`config.mk`:
```
export PLATFORM = sky130hd
export DESIGN_NAME = axis_snoop_pkt_arb
export DESIGN_NICKNAME = d
export VERILOG_FILES = /design/src/rtl/axis_snoop_pkg.sv /design/src/rtl/axis_snoop_pkt_fifo.sv /design/src/rtl/axis_snoop_pkt_arb.sv
export SDC_FILE = /design/constraint.sdc
export NUM_CORES = 1
export LEC_CHECK = 0
export CORE_ASPECT_RATIO = 1.1
export CORE_MARGIN = 10
export CORE_UTILIZATION = 50
export DETAILED_ROUTE_END_ITERATION = 10
export DONT_BUFFER_PORTS = 1
export HOLD_SLACK_MARGIN = 0.08
export SETUP_SLACK_MARGIN = 0.2
export SYNTH_ARGS = -nofsm -noshare
export SYNTH_HDL_FRONTEND = slang
export SYNTH_HIERARCHICAL = 1
export SYNTH_SLANG_ARGS = --single-unit
export TNS_END_PERCENT = 50
```
`constraint.sdc`:
```
create_clock -name axis_aclk -period 9.77 [get_ports axis_aclk]
set_input_delay 1.4655 -clock axis_aclk [delete_from_list [all_inputs] [get_ports axis_aclk]]
set_output_delay 1.4655 -clock axis_aclk [all_outputs]
set_load 0.03 [all_outputs]
```
`src/rtl/axis_snoop_pkg.sv`:
```
// Shared types and helpers for the AXI-Stream snoop packet arbiter.
package axis_snoop_pkg;

  typedef enum logic [0:0] {
    IDLE = 1'b0,
    SEND = 1'b1
  } arb_state_e;

  function automatic int ch_width(input int n);
    if (n <= 1) begin
      return 1;
    end else begin
      return $clog2(n);
    end
  endfunction

endpackage

```
`src/rtl/axis_snoop_pkt_fifo.sv`:
```
// Per-channel store-and-forward FIFO: captures snooped beats, exposes only
// committed packets, and drops whole packets that overflow.
module axis_snoop_pkt_fifo
  import axis_snoop_pkg::*;
#(
  parameter int W     = 8,
  parameter int DEPTH = 16,
  parameter int CNT_W = 16
) (
  input  logic             clk_i,
  input  logic             rst_ni,
  input  logic             cap_valid_i,
  input  logic [W-1:0]     cap_data_i,
  input  logic             cap_last_i,
  input  logic             rd_en_i,
  output logic             pkt_avail_o,
  output logic [W-1:0]     rd_data_o,
  output logic             rd_last_o,
  output logic [CNT_W-1:0] drop_count_o,
  output logic             drop_pulse_o
);

  localparam int AW = $clog2(DEPTH);
  localparam logic [AW:0] PTR_ONE = (AW+1)'(1);
  localparam logic [AW:0] PTR_DEPTH = (AW+1)'(DEPTH);

  logic [AW:0]    wr_ptr_q, wr_ptr_d;
  logic [AW:0]    commit_ptr_q, commit_ptr_d;
  logic [AW:0]    rd_ptr_q, rd_ptr_d;
  logic           dropping_q, dropping_d;
  logic [CNT_W-1:0] drop_cnt_q, drop_cnt_d;
  logic           drop_pulse_q, drop_pulse_d;
  logic [W:0]     mem_q [DEPTH];
  logic           full_s;
  logic           wr_en_s;

  // Fullness uses the registered read pointer, so a same-cycle read never frees space.
  assign full_s      = ((wr_ptr_q - rd_ptr_q) == PTR_DEPTH);
  assign pkt_avail_o = (commit_ptr_q != rd_ptr_q);
  assign {rd_last_o, rd_data_o} = mem_q[rd_ptr_q[AW-1:0]];
  assign drop_count_o = drop_cnt_q;
  assign drop_pulse_o = drop_pulse_q;

  always_comb begin
    wr_ptr_d     = wr_ptr_q;
    commit_ptr_d = commit_ptr_q;
    dropping_d   = dropping_q;
    drop_cnt_d   = drop_cnt_q;
    drop_pulse_d = 1'b0;
    wr_en_s      = 1'b0;
    rd_ptr_d     = (rd_en_i && pkt_avail_o) ? (rd_ptr_q + PTR_ONE) : rd_ptr_q;
    if (cap_valid_i) begin
      if (dropping_q || full_s) begin
        if (!dropping_q) begin
          wr_ptr_d = commit_ptr_q;
        end else begin
          wr_ptr_d = wr_ptr_q;
        end
        if (cap_last_i) begin
          dropping_d   = 1'b0;
          drop_pulse_d = 1'b1;
          drop_cnt_d   = (drop_cnt_q == {CNT_W{1'b1}}) ? drop_cnt_q : (drop_cnt_q + CNT_W'(1));
        end else begin
          dropping_d = 1'b1;
        end
      end else begin
        wr_en_s  = 1'b1;
        wr_ptr_d = wr_ptr_q + PTR_ONE;
        if (cap_last_i) begin
          commit_ptr_d = wr_ptr_q + PTR_ONE;
        end else begin
          commit_ptr_d = commit_ptr_q;
        end
      end
    end else begin
      wr_en_s = 1'b0;
    end
  end

  always_ff @(posedge clk_i or negedge rst_ni) begin
    if (!rst_ni) begin
      wr_ptr_q     <= '0;
      commit_ptr_q <= '0;
      rd_ptr_q     <= '0;
      dropping_q   <= 1'b0;
      drop_cnt_q   <= '0;
      drop_pulse_q <= 1'b0;
    end else begin
      wr_ptr_q     <= wr_ptr_d;
      commit_ptr_q <= commit_ptr_d;
      rd_ptr_q     <= rd_ptr_d;
      dropping_q   <= dropping_d;
      drop_cnt_q   <= drop_cnt_d;
      drop_pulse_q <= drop_pulse_d;
    end
  end

  // Storage carries no reset; only committed entries are ever presented.
  always_ff @(posedge clk_i) begin
    if (wr_en_s) begin
      mem_q[wr_ptr_q[AW-1:0]] <= {cap_last_i, cap_data_i};
    end
  end

endmodule

```
`src/rtl/axis_snoop_pkt_arb.sv`:
```
// N-channel AXI-Stream snoop arbiter: per-channel packet FIFOs feeding one
// master stream through a round-robin packet arbiter, tdest = source channel.
module axis_snoop_pkt_arb
  import axis_snoop_pkg::*;
#(
  parameter int NUM_INTERFACES = 4,
  parameter int PORT_WIDTH     = 8,
  parameter int FIFO_DEPTH     = 16,
  parameter int DROP_CNT_WIDTH = 16,
  localparam int CH_WIDTH      = ch_width(NUM_INTERFACES)
) (
  input  logic                                     axis_aclk,
  input  logic                                     axis_aresetn,
  input  logic [NUM_INTERFACES-1:0]                s_axis_tvalid,
  input  logic [NUM_INTERFACES-1:0]                s_axis_tready,
  input  logic [NUM_INTERFACES*PORT_WIDTH-1:0]     s_axis_tdata,
  input  logic [NUM_INTERFACES-1:0]                s_axis_tlast,
  output logic                                     m_axis_tvalid,
  input  logic                                     m_axis_tready,
  output logic [PORT_WIDTH-1:0]                    m_axis_tdata,
  output logic                                     m_axis_tlast,
  output logic [CH_WIDTH-1:0]                      m_axis_tdest,
  output logic [NUM_INTERFACES*DROP_CNT_WIDTH-1:0] drop_count,
  output logic [NUM_INTERFACES-1:0]                drop_pulse
);

  arb_state_e              state_q, state_d;
  logic [CH_WIDTH-1:0]     grant_q, grant_d;
  logic [CH_WIDTH-1:0]     last_grant_q, last_grant_d;
  logic [NUM_INTERFACES-1:0] pkt_avail_s;
  logic [NUM_INTERFACES-1:0] rd_last_s;
  logic [NUM_INTERFACES-1:0] rd_en_s;
  logic [PORT_WIDTH-1:0]   rd_data_s [NUM_INTERFACES];
  logic                    sel_last_s;
  logic                    send_s;

  for (genvar g = 0; g < NUM_INTERFACES; g++) begin : g_ch
    assign rd_en_s[g] = send_s && (grant_q == CH_WIDTH'(g)) && m_axis_tready;

    axis_snoop_pkt_fifo #(
      .W     (PORT_WIDTH),
      .DEPTH (FIFO_DEPTH),
      .CNT_W (DROP_CNT_WIDTH)
    ) u_fifo (
      .clk_i        (axis_aclk),
      .rst_ni       (axis_aresetn),
      .cap_valid_i  (s_axis_tvalid[g] & s_axis_tready[g]),
      .cap_data_i   (s_axis_tdata[g*PORT_WIDTH +: PORT_WIDTH]),
      .cap_last_i   (s_axis_tlast[g]),
      .rd_en_i      (rd_en_s[g]),
      .pkt_avail_o  (pkt_avail_s[g]),
      .rd_data_o    (rd_data_s[g]),
      .rd_last_o    (rd_last_s[g]),
      .drop_count_o (drop_count[g*DROP_CNT_WIDTH +: DROP_CNT_WIDTH]),
      .drop_pulse_o (drop_pulse[g])
    );
  end

  assign send_s        = (state_q == SEND);
  assign sel_last_s    = rd_last_s[grant_q];
  assign m_axis_tvalid = send_s;
  assign m_axis_tdata  = send_s ? rd_data_s[grant_q] : '0;
  assign m_axis_tlast  = send_s ? sel_last_s : 1'b0;
  assign m_axis_tdest  = send_s ? grant_q : '0;

  // Round-robin scan starts just after the last channel that finished a packet.
  always_comb begin
    logic found;
    int   cand;
    state_d      = state_q;
    grant_d      = grant_q;
    last_grant_d = last_grant_q;
    found        = 1'b0;
    cand         = 0;
    case (state_q)
      IDLE: begin
        for (int k = 1; k <= NUM_INTERFACES; k++) begin
          cand = (int'(last_grant_q) + k) % NUM_INTERFACES;
          if (!found && pkt_avail_s[cand]) begin
            found   = 1'b1;
            grant_d = CH_WIDTH'(cand);
          end else begin
            found = found;
          end
        end
        if (found) begin
          state_d = SEND;
        end else begin
          state_d = IDLE;
        end
      end
      SEND: begin
        if (m_axis_tready && sel_last_s) begin
          last_grant_d = grant_q;
          state_d      = IDLE;
        end else begin
          state_d = SEND;
        end
      end
      default: state_d = IDLE;
    endcase
  end

  always_ff @(posedge axis_aclk or negedge axis_aresetn) begin
    if (!axis_aresetn) begin
      state_q      <= IDLE;
      grant_q      <= '0;
      last_grant_q <= CH_WIDTH'(NUM_INTERFACES - 1);
    end else begin
      state_q      <= state_d;
      grant_q      <= grant_d;
      last_grant_q <= last_grant_d;
    end
  end

endmodule

```
==> impl_metrics.json, run 1 <==
{
  "crit_type": "reg -> out",
  "clockBufferDepth": 3,
  "ir_worst_vdd_v": 0.000139,
  "yosys.area.top_type": "edfxtp_1",
  "fmax_mhz": 186,
  "insertion_delay_ns": 0.61,
  "crit_path_end_kind": "primary output",
  "wire_per_inst_microns": 25.5,
  "worstSetupStartpointType": "flip-flop",
  "die_h_microns": 278,
  "layout-drive-gt1-share_pct": 20.4,
  "tightest_slew_ns": 1.26,
  "min_period_ns": 5.37,
  "fin_cells": 2588,
  "clk_pin_slew_ns": 0.06,
  "h-tree-depth": 3,
  "ys_seq_elements": 713,
  "post_cts_buffers": 0,
  "yosys.area.top_type_share_pct": 57.3,
  "cp.required_ns": 8.30,
  "grt_start_max_net_pins": 138,
  "seq_area_frac_synth_pct": 68.7,
  "netlist-cell-type-count": 65,
  "synth_edf_count": 576,
  "placed_area_sq_um": 31000,
  "finalSetupTns_ns": 0,
  "total_power_mw": 9.23,
  "drt-initial-drc-count": 1404,
  "final_common_cell": "edfxtp_1",
  "netlist_instances": 1736,
  "layout_common_cells": "576 x edfxtp_1, 180 x mux4_2, 131 x dfrtp_1",
  "area_growth_pct": 10.6,
  "worstPathArrival_ns": 3.90,
  "cts_tree": "done",
  "via_count": 15400,
  "cts.repair.resized": 0,
  "nets": 1848,
  "async_reset_ff_share_pct": 19.2,
  "vias_per_cell": 5.97,
  "avgSynthCellArea_sq_um": 17.4,
  "p_leak_nw": 11.3,
  "grt-ovfl-total": 0,
  "synth_area_leaders": "edfxtp_1 57%, mux4_2 13%, dfrtp_1 11%",
  "worst_clock_skew_ns": 0.0266,
  "post-route-util_pct": 55.9,
  "powerDensity_nw_per_um2": 277,
  "dieArea_sq_um": 70600,
  "antenna_found_initial": 3,
  "antenna_cells": 0,
  "wl_mm": 66.1,
  "setup_viol": 0,
  "netlist_area_sq_um": 30200,
  "route.antenna.remaining_nets": 0,
  "rsz0062_at_grt": "false",
  "yosysWarnings": 6,
  "num_rows": 94,
  "routabilityCongestion": 0.769,
  "status": "finished clean",
  "pin_count": 127,
  "place_hpwl_mm": 41.8,
  "synthFlopType": "edfxtp_1",
  "cts_buffers": 74,
  "grt_first_pass_wirelength_mm": 101,
  "die_w_microns": 254,
  "cts_hold_buf": 0,
  "cts-root-buf": "clkbuf_16",
  "synth_nets": 1823,
  "drt_pass1_iterations": 5,
  "core_sq_um": 59700,
  "path_max_fanout": 22,
  "cts_num_sinks": 713,
  "slew_violations": 0,
  "max_slew_margin_pct": 15.5,
  "cap_violations": 0,
  "period_share_pct": 55.0,
  "port_buffers": 0,
  "drcViolationCount": 0,
  "final_design_area_no_fill_sq_um": 33400,
  "grt_pass1_vias": 16100,
  "place_inst": 2453,
  "start_util_pct": 50.5,
  "track_usage_pct": 19.1,
  "hold_path_class": "reg -> reg",
  "hold_viol_final": 0
}
-- per-stage QoR --
step           hold WS (ns)  setup WS, ns
2_1_floorplan         0.501          5.58
3_3_place_gp          0.530          4.97
3_5_place_dp          0.533          4.94
4_1_cts               0.516          4.27
5_1_grt               0.532          4.17
6_report              0.543          4.40
-- where the power goes --
| part | leakage, nW | internal, mW | switching, mW | total (mW) |
|---|---|---|---|---|
| combinational | 3.19 | 1.22 | 1.33 | 2.55 |
| clock | 1.15 | 1.62 | 1.15 | 2.76 |
| sequential | 6.93 | 3.54 | 0.378 | 3.92 |
-- logic make-up (layout without fill, tap and decap cells) --
logic type      after synthesis  in the layout  synth area share, %
flops                       713            713                 68.7
simple gates                435            435                 7.40
mux                         216            216                 14.8
compound gates              113            113                 2.75
xor+xnor                    110            110                 3.19
buf+inv                     109            193                 1.54
fa+ha+maj                    40             40                 1.66
-- path summary, 6_finish.rpt --
check | startpoint | endpoint | slack (ns) | depth (start not counted)
worst max-delay path | g_ch[0].u_fifo/rd_ptr_q[0] | m_axis_tlast | 4.40 | 5
worst min-delay path | g_ch[3].u_fifo/rd_ptr_q[4] | g_ch[3].u_fifo/rd_ptr_q[4] | 0.54 | 1
worst max register to register | g_ch[1].u_fifo/rd_ptr_q[1] | g_ch[1].u_fifo/mem_q[14][4] | 5.93 | 9
worst min register to register | g_ch[3].u_fifo/rd_ptr_q[4] | g_ch[3].u_fifo/rd_ptr_q[4] | 0.54 | 1
max in group asynchronous | axis_aresetn | last_grant_q[0] | 8.89 | 0
min in group asynchronous | axis_aresetn | g_ch[3].u_fifo/drop_count_o[1] | 0.57 | 0
-- layer usage --
layer	wire, microns	vias to the layer above	global-route usage, %
li1	-	6911	-
met1	26300	8053	24.2
met2	34400	383	32.3
met3	3850	93	3.88
met4	1540	0	6.13
met5	0	-	0
-- synth_stat cells, drive strengths merged (28+ instances only) --
library cell / n
mux4: 180
o21ai: 32
edfxtp: 576
inv: 30
nor3: 38
nor2: 68
clkbuf: 44
buf: 34
nand4: 28
dfrtp: 135
ha: 40
nand3: 47
nand2: 119
mux2: 34
and3: 42
xnor2: 86
-- critical path, cell delays in order, from the launching register on --
cell     delay [ns]
dfrtp_2        0.79
buf_4          0.52
mux4_2         0.56
mux4_2         0.52
mux4_2         0.56
and2_1         0.31
-- cell type report --
cell class                 count  area, sq um
clock buffer                  88         1960
clock inverter                47          425
fill                        4612        26400
inverter                      31          116
multi-input combinational    914         8990
sequential                   713        20700
tap                          768          961
timing repair buffer          27          203
-- flip-flops by register name (all words and copies together), names as in the netlist --
name and flops:
g_ch.u_fifo/mem_q 576, g_ch.u_fifo/drop_count_o 64, g_ch.u_fifo/commit_ptr_q 20, g_ch.u_fifo/rd_ptr_q 20
g_ch.u_fifo/wr_ptr_q 20, g_ch.u_fifo/drop_pulse_o 4, g_ch.u_fifo/dropping_q 4, grant_q 2
last_grant_q 2, m_axis_tvalid 1
(Power assumes the default switching activity.)
==> inputs of run 2 (changes only) <==
--- a/config.mk
+++ b/config.mk
@@ -11,6 +11,7 @@
 export DETAILED_ROUTE_END_ITERATION = 10
 export DONT_BUFFER_PORTS = 1
 export HOLD_SLACK_MARGIN = 0.08
+export PLACE_DENSITY = 0.68
 export SETUP_SLACK_MARGIN = 0.2
 export SYNTH_ARGS = -nofsm -noshare
 export SYNTH_HDL_FRONTEND = slang
==> constraint.sdc (replaced) <==
create_clock -name axis_aclk -period 4.5 [get_ports axis_aclk]
set_input_delay 0.675 -clock axis_aclk [delete_from_list [all_inputs] [get_ports axis_aclk]]
set_output_delay 0.675 -clock axis_aclk [all_outputs]
set_load 0.03 [all_outputs]
==> impl_metrics.json, run 2 (synthesis results as in run 1) <==
{
  "worstSetupStartpointType": "flip-flop",
  "via_count": 15700,
  "largest_reg_flops": 576,
  "crit_type": "reg -> out",
  "cts-root-buf": "clkbuf_16",
  "crit_end": "m_axis_tdata[1]",
  "drcViolationCount": 0,
  "drt_pass1_iterations": 5,
  "crit_path_end_kind": "primary output",
  "grt_pass1_vias": 16200,
  "insertion_delay_ns": 0.61,
  "ir_worst_vdd_v": 0.000470,
  "path_delay_family": "multiplexers",
  "route.antenna.remaining_nets": 0,
  "place_hpwl_mm": 41.7,
  "cp.required_ns": 3.83,
  "worst-path-stages": 5,
  "min_period_ns": 4.17,
  "critical-path-slowest-cell": "dfrtp_4",
  "path_max_fanout": 22,
  "worstPathArrival_ns": 3.50,
  "tightest_slew_ns": 0.957,
  "reg2reg_slack_ns": 0.91,
  "layout_common_cells": "576 x edfxtp_1, 180 x mux4_2, 131 x dfrtp_1",
  "antenna_found_initial": 1,
  "cpMostUsedCell": "mux4_2",
  "powerDensity_nw_per_um2": 601,
  "fmax_mhz": 240,
  "vias_per_cell": 6.04,
  "p_leak_nw": 11.4,
  "period_share_pct": 92.8,
  "cap_violations": 0,
  "worst_clock_skew_ns": 0.0198,
  "grt_first_pass_wirelength_mm": 100,
  "dieArea_sq_um": 70600,
  "grt-ovfl-total": 0,
  "setup_viol": 0,
  "die_w_microns": 254,
  "clk_pin_slew_ns": 0.06,
  "rsz0062_at_grt": "true",
  "pin_count": 127,
  "nets": 1866,
  "hold_path_class": "in -> reg",
  "drt-initial-drc-count": 1342,
  "track_usage_pct": 18.5,
  "cts_buffers": 73,
  "h-tree-depth": 3,
  "core_sq_um": 59700,
  "slew_violations": 0,
  "max_slew_margin_pct": 36.0,
  "crit_buf_inv": 1,
  "grt_start_max_net_pins": 138,
  "worstRegToRegCells": 7,
  "port_buffers": 0,
  "die_h_microns": 278,
  "crit_start": "g_ch[3].u_fifo/rd_ptr_q[0]",
  "area_growth_pct": 11.5,
  "status": "finished clean",
  "clockBufferDepth": 3,
  "routabilityCongestion": 0.795,
  "cts_tree": "done",
  "slowest_delay_ns": 0.70,
  "num_rows": 94,
  "antenna_cells": 0,
  "wl_mm": 64.4,
  "crit_chain": "buf_12 > mux4_2 > mux4_2 > mux4_2 > and2_1",
  "start_util_pct": 50.5,
  "final_common_cell": "edfxtp_1",
  "finalSetupTns_ns": 0,
  "r2r-start": "g_ch[2].u_fifo/rd_ptr_q[3]",
  "cts_num_sinks": 713,
  "post-route-util_pct": 56.3,
  "holdCritStartpoint": "s_axis_tdata[6]",
  "r2r_end": "g_ch[2].u_fifo/mem_q[14][8]",
  "layout-drive-gt1-share_pct": 21.1,
  "hold_viol_final": 0,
  "wire_per_inst_microns": 24.7
}
## run 2: cell count changes in the layout (fill, tap and decap cells not counted), moves of 3 or more
cell / change
buf_12: +4
buf_4: +13
clkbuf_1: +7
clkinv_1: -6
clkinv_2: -3
clkinv_4: +3
clkinvlp_4: -6
## run 2: worst min-delay path by stage
| stage | end | slack, ns | cells after the start |
|---|---|---|---|
| final | g_ch[0].u_fifo/mem_q[4][6] | 0.16 | 0 |
| after global routing | g_ch[2].u_fifo/mem_q[2][2] | 0.13 | 0 |
| after CTS | g_ch[0].u_fifo/mem_q[4][6] | 0.12 | 0 |
| after detailed placement | g_ch[1].u_fifo/drop_count_o[3] | 0.39 | 0 |
| after global placement | g_ch[1].u_fifo/drop_count_o[1] | 0.39 | 0 |
| after floorplan | g_ch[0].u_fifo/commit_ptr_q[0] | 0.38 | 0 |
## run 2: area by class of cell
class / instances / area (sq um)
sequential: 713 / 20700
clock buffer: 95 / 1970
multi-input combinational: 914 / 8990
clock inverter: 38 / 435
tap: 768 / 961
timing repair buffer: 46 / 418
inverter: 31 / 116
fill: 4490 / 26100
## run 2: metal layers
layer	track usage (%)	share of wire, %
met2	30.0	50
met3	4.06	7.4
met4	5.13	1.8
met5	0	0
met1	24.9	41
## run 2: worst register-to-register path: cells and delay by family, from the launching register on
kind | cells | cell delay, ns
AO/OA/AOI/OAI | 2 | 0.38
adder cells (fa/ha/maj) | 1 | 0.41
buffers and inverters | 2 | 0.56
flip-flops | 1 | 0.69
AND/OR/NAND/NOR | 2 | 1.17
## run 2: metrics by stage
stage	cell area, sq um	std cells	hold slack [ns]	worst slack (ns)	power, mW
after detailed placement	31200	2470	0.387	0.750	14.3
final	33600	2605	0.157	0.326	20.2
after global routing	33600	2605	0.126	0.190	21.2
after global placement	31200	2470	0.387	0.787	14.2
after CTS	33600	2605	0.118	0.210	20.4
after floorplan	30200	1736	0.379	1.10	12.7
## run 2: what timing repair did
| item | CTS | global route |
|---|---|---|
| hold buffers | 2 | 0 |
| setup endpoints to repair | 7 | 7 |
| buffers inserted | 0 | 0 |
| gates resized for setup | 1 | 1 |
| gates cloned | 0 | 0 |
| hold endpoints to repair | 137 | 0 |
## run 2: where the power goes
part | total, mW | switching [mW] | leakage, nW | internal (mW)
Sequential | 8.52 | 0.831 | 6.93 | 7.68
Clock | 6.07 | 2.49 | 1.18 | 3.58
Combinational | 5.63 | 2.89 | 3.31 | 2.74
==> inputs of run 3 (changes only) <==
--- a/config.mk
+++ b/config.mk
@@ -12,7 +12,7 @@
 export DONT_BUFFER_PORTS = 1
 export HOLD_SLACK_MARGIN = 0.08
 export PLACE_DENSITY = 0.68
-export SETUP_SLACK_MARGIN = 0.2
+export SETUP_SLACK_MARGIN = 0.3
 export SYNTH_ARGS = -nofsm -noshare
 export SYNTH_HDL_FRONTEND = slang
 export SYNTH_HIERARCHICAL = 1
==> impl_metrics.json, run 3 (synthesis results as in run 1) <==
{
  "setup_viol": 0,
  "drt_pass1_iterations": 5,
  "layout_common_cells": "576 x edfxtp_1, 180 x mux4_2, 131 x dfrtp_1",
  "grt-ovfl-total": 0,
  "tightest_slew_ns": 0.934,
  "start_util_pct": 50.5,
  "area_growth_pct": 11.5,
  "worst_clock_skew_ns": 0.0186,
  "wl_mm": 64.6,
  "layout-drive-gt1-share_pct": 21.2,
  "worstPathArrival_ns": 3.41,
  "final_common_cell": "edfxtp_1",
  "clk_pin_slew_ns": 0.06,
  "drcViolationCount": 0,
  "r2r-start": "g_ch[2].u_fifo/rd_ptr_q[3]",
  "h-tree-depth": 3,
  "drt-initial-drc-count": 1321,
  "place_ws_ns": 0.750,
  "holdCritStartpoint": "s_axis_tdata[6]",
  "critical-path-slowest-cell": "dfrtp_1",
  "hold_path_class": "in -> reg",
  "period_share_pct": 90.7,
  "p_leak_nw": 11.4,
  "crit_chain": "buf_4 > mux4_2 > mux4_2 > mux4_2 > and2_1",
  "insertion_delay_ns": 0.61,
  "routabilityCongestion": 0.795,
  "num_rows": 94,
  "place_hpwl_mm": 41.7,
  "powerDensity_nw_per_um2": 601,
  "fin_cells": 2606,
  "pin_count": 127,
  "fin_ws_ns": 0.416,
  "antenna_found_initial": 1,
  "wire_per_inst_microns": 24.8,
  "nets": 1867,
  "track_usage_pct": 18.6,
  "crit_type": "reg -> out",
  "path_max_fanout": 16,
  "clockBufferDepth": 3,
  "grt_pass1_vias": 16200,
  "max_slew_margin_pct": 37.4,
  "largest_reg_flops": 576,
  "cts-root-buf": "clkbuf_16",
  "hold_viol_final": 0,
  "port_buffers": 0,
  "die_w_microns": 254,
  "fill_cells": 4487,
  "grt_first_pass_wirelength_mm": 100,
  "grt_start_max_net_pins": 138,
  "fmax_mhz": 245,
  "cp.required_ns": 3.83,
  "cts_num_sinks": 713,
  "slew_violations": 0,
  "ir_worst_vdd_v": 0.000471,
  "crit_path_end_kind": "primary output",
  "cts_buffers": 73,
  "worstSetupStartpointType": "flip-flop",
  "place_inst": 2470,
  "min_period_ns": 4.08,
  "dieArea_sq_um": 70600,
  "cap_violations": 0,
  "rsz0062_at_grt": "true",
  "antenna_cells": 0,
  "die_h_microns": 278,
  "status": "finished clean",
  "cpMostUsedCell": "mux4_2",
  "route.antenna.remaining_nets": 0,
  "cts_tree": "done",
  "slowest_delay_ns": 0.80,
  "crit_start": "g_ch[0].u_fifo/rd_ptr_q[1]",
  "vias_per_cell": 6.05,
  "core_sq_um": 59700,
  "total_power_mw": 20.2,
  "finalSetupTns_ns": 0,
  "via_count": 15800
}
## run 3: cell type report
class	count	area [sq um]	area share, %
well taps	768	961	2.86
inverters	31	116	0.346
multi-input cells	914	8990	26.7
clock buffers	95	1970	5.86
repair buffers	47	433	1.29
clock inverters	38	435	1.29
flip-flops and latches	713	20700	61.6
## run 3: routing by layer
layer | global-route usage (%) | part of all wire [%] | routed length, microns | vias up
li1 | - | - | - | 6952
met1 | 25.0 | 41 | 26600 | 8300
met2 | 30.2 | 50 | 32400 | 426
met3 | 3.98 | 6.9 | 4470 | 79
met4 | 5.05 | 1.7 | 1120 | 0
met5 | 0 | 0 | 0 | -
## run 3: worst max-delay path: cells and delay by family, from the launching register on
family	cells	cell delay, ns
AND/OR/NAND/NOR	1	0.29
flip-flops	1	0.80
buffers and inverters	1	0.36
multiplexers	3	1.34
## run 3: timing repair
item                                    in CTS  in global routing
setup buffers                                1                  0
resized for setup                            2                  2
hold buffers                                 2                  0
hold endpoints to repair                   137                  0
endpoints found under the setup margin       9                  7
## run 3: where the power goes
group | internal (mW) | leakage [nW] | total [mW] | switching, mW
Sequential | 7.69 | 6.93 | 8.50 | 0.810
Combinational | 2.75 | 3.32 | 5.67 | 2.92
Clock | 3.58 | 1.18 | 6.07 | 2.49
Total | 14.0 | 11.4 | 20.2 | 6.22
## run 3: final timing paths
kind / end / slack, ns / cells past startpoint
max reg2reg: g_ch[2].u_fifo/mem_q[11][8] / 0.93 / 8
min: g_ch[0].u_fifo/mem_q[4][6] / 0.16 / 0
max: m_axis_tdata[7] / 0.42 / 5
max in group asynchronous: g_ch[3].u_fifo/rd_ptr_q[0] / 3.06 / 2
min reg2reg: g_ch[0].u_fifo/rd_ptr_q[4] / 0.53 / 1
min in group asynchronous: g_ch[1].u_fifo/drop_count_o[1] / 0.64 / 2
## run 3: per-stage QoR
stage,instance area (sq um),utilization [%],hold slack [ns]
after floorplan,30200,-,0.379
after global placement,31200,52.2,0.387
after detailed placement,31200,52.2,0.387
after CTS,33600,56.3,0.118
after global routing,33700,56.3,0.126
final,33700,56.3,0.156
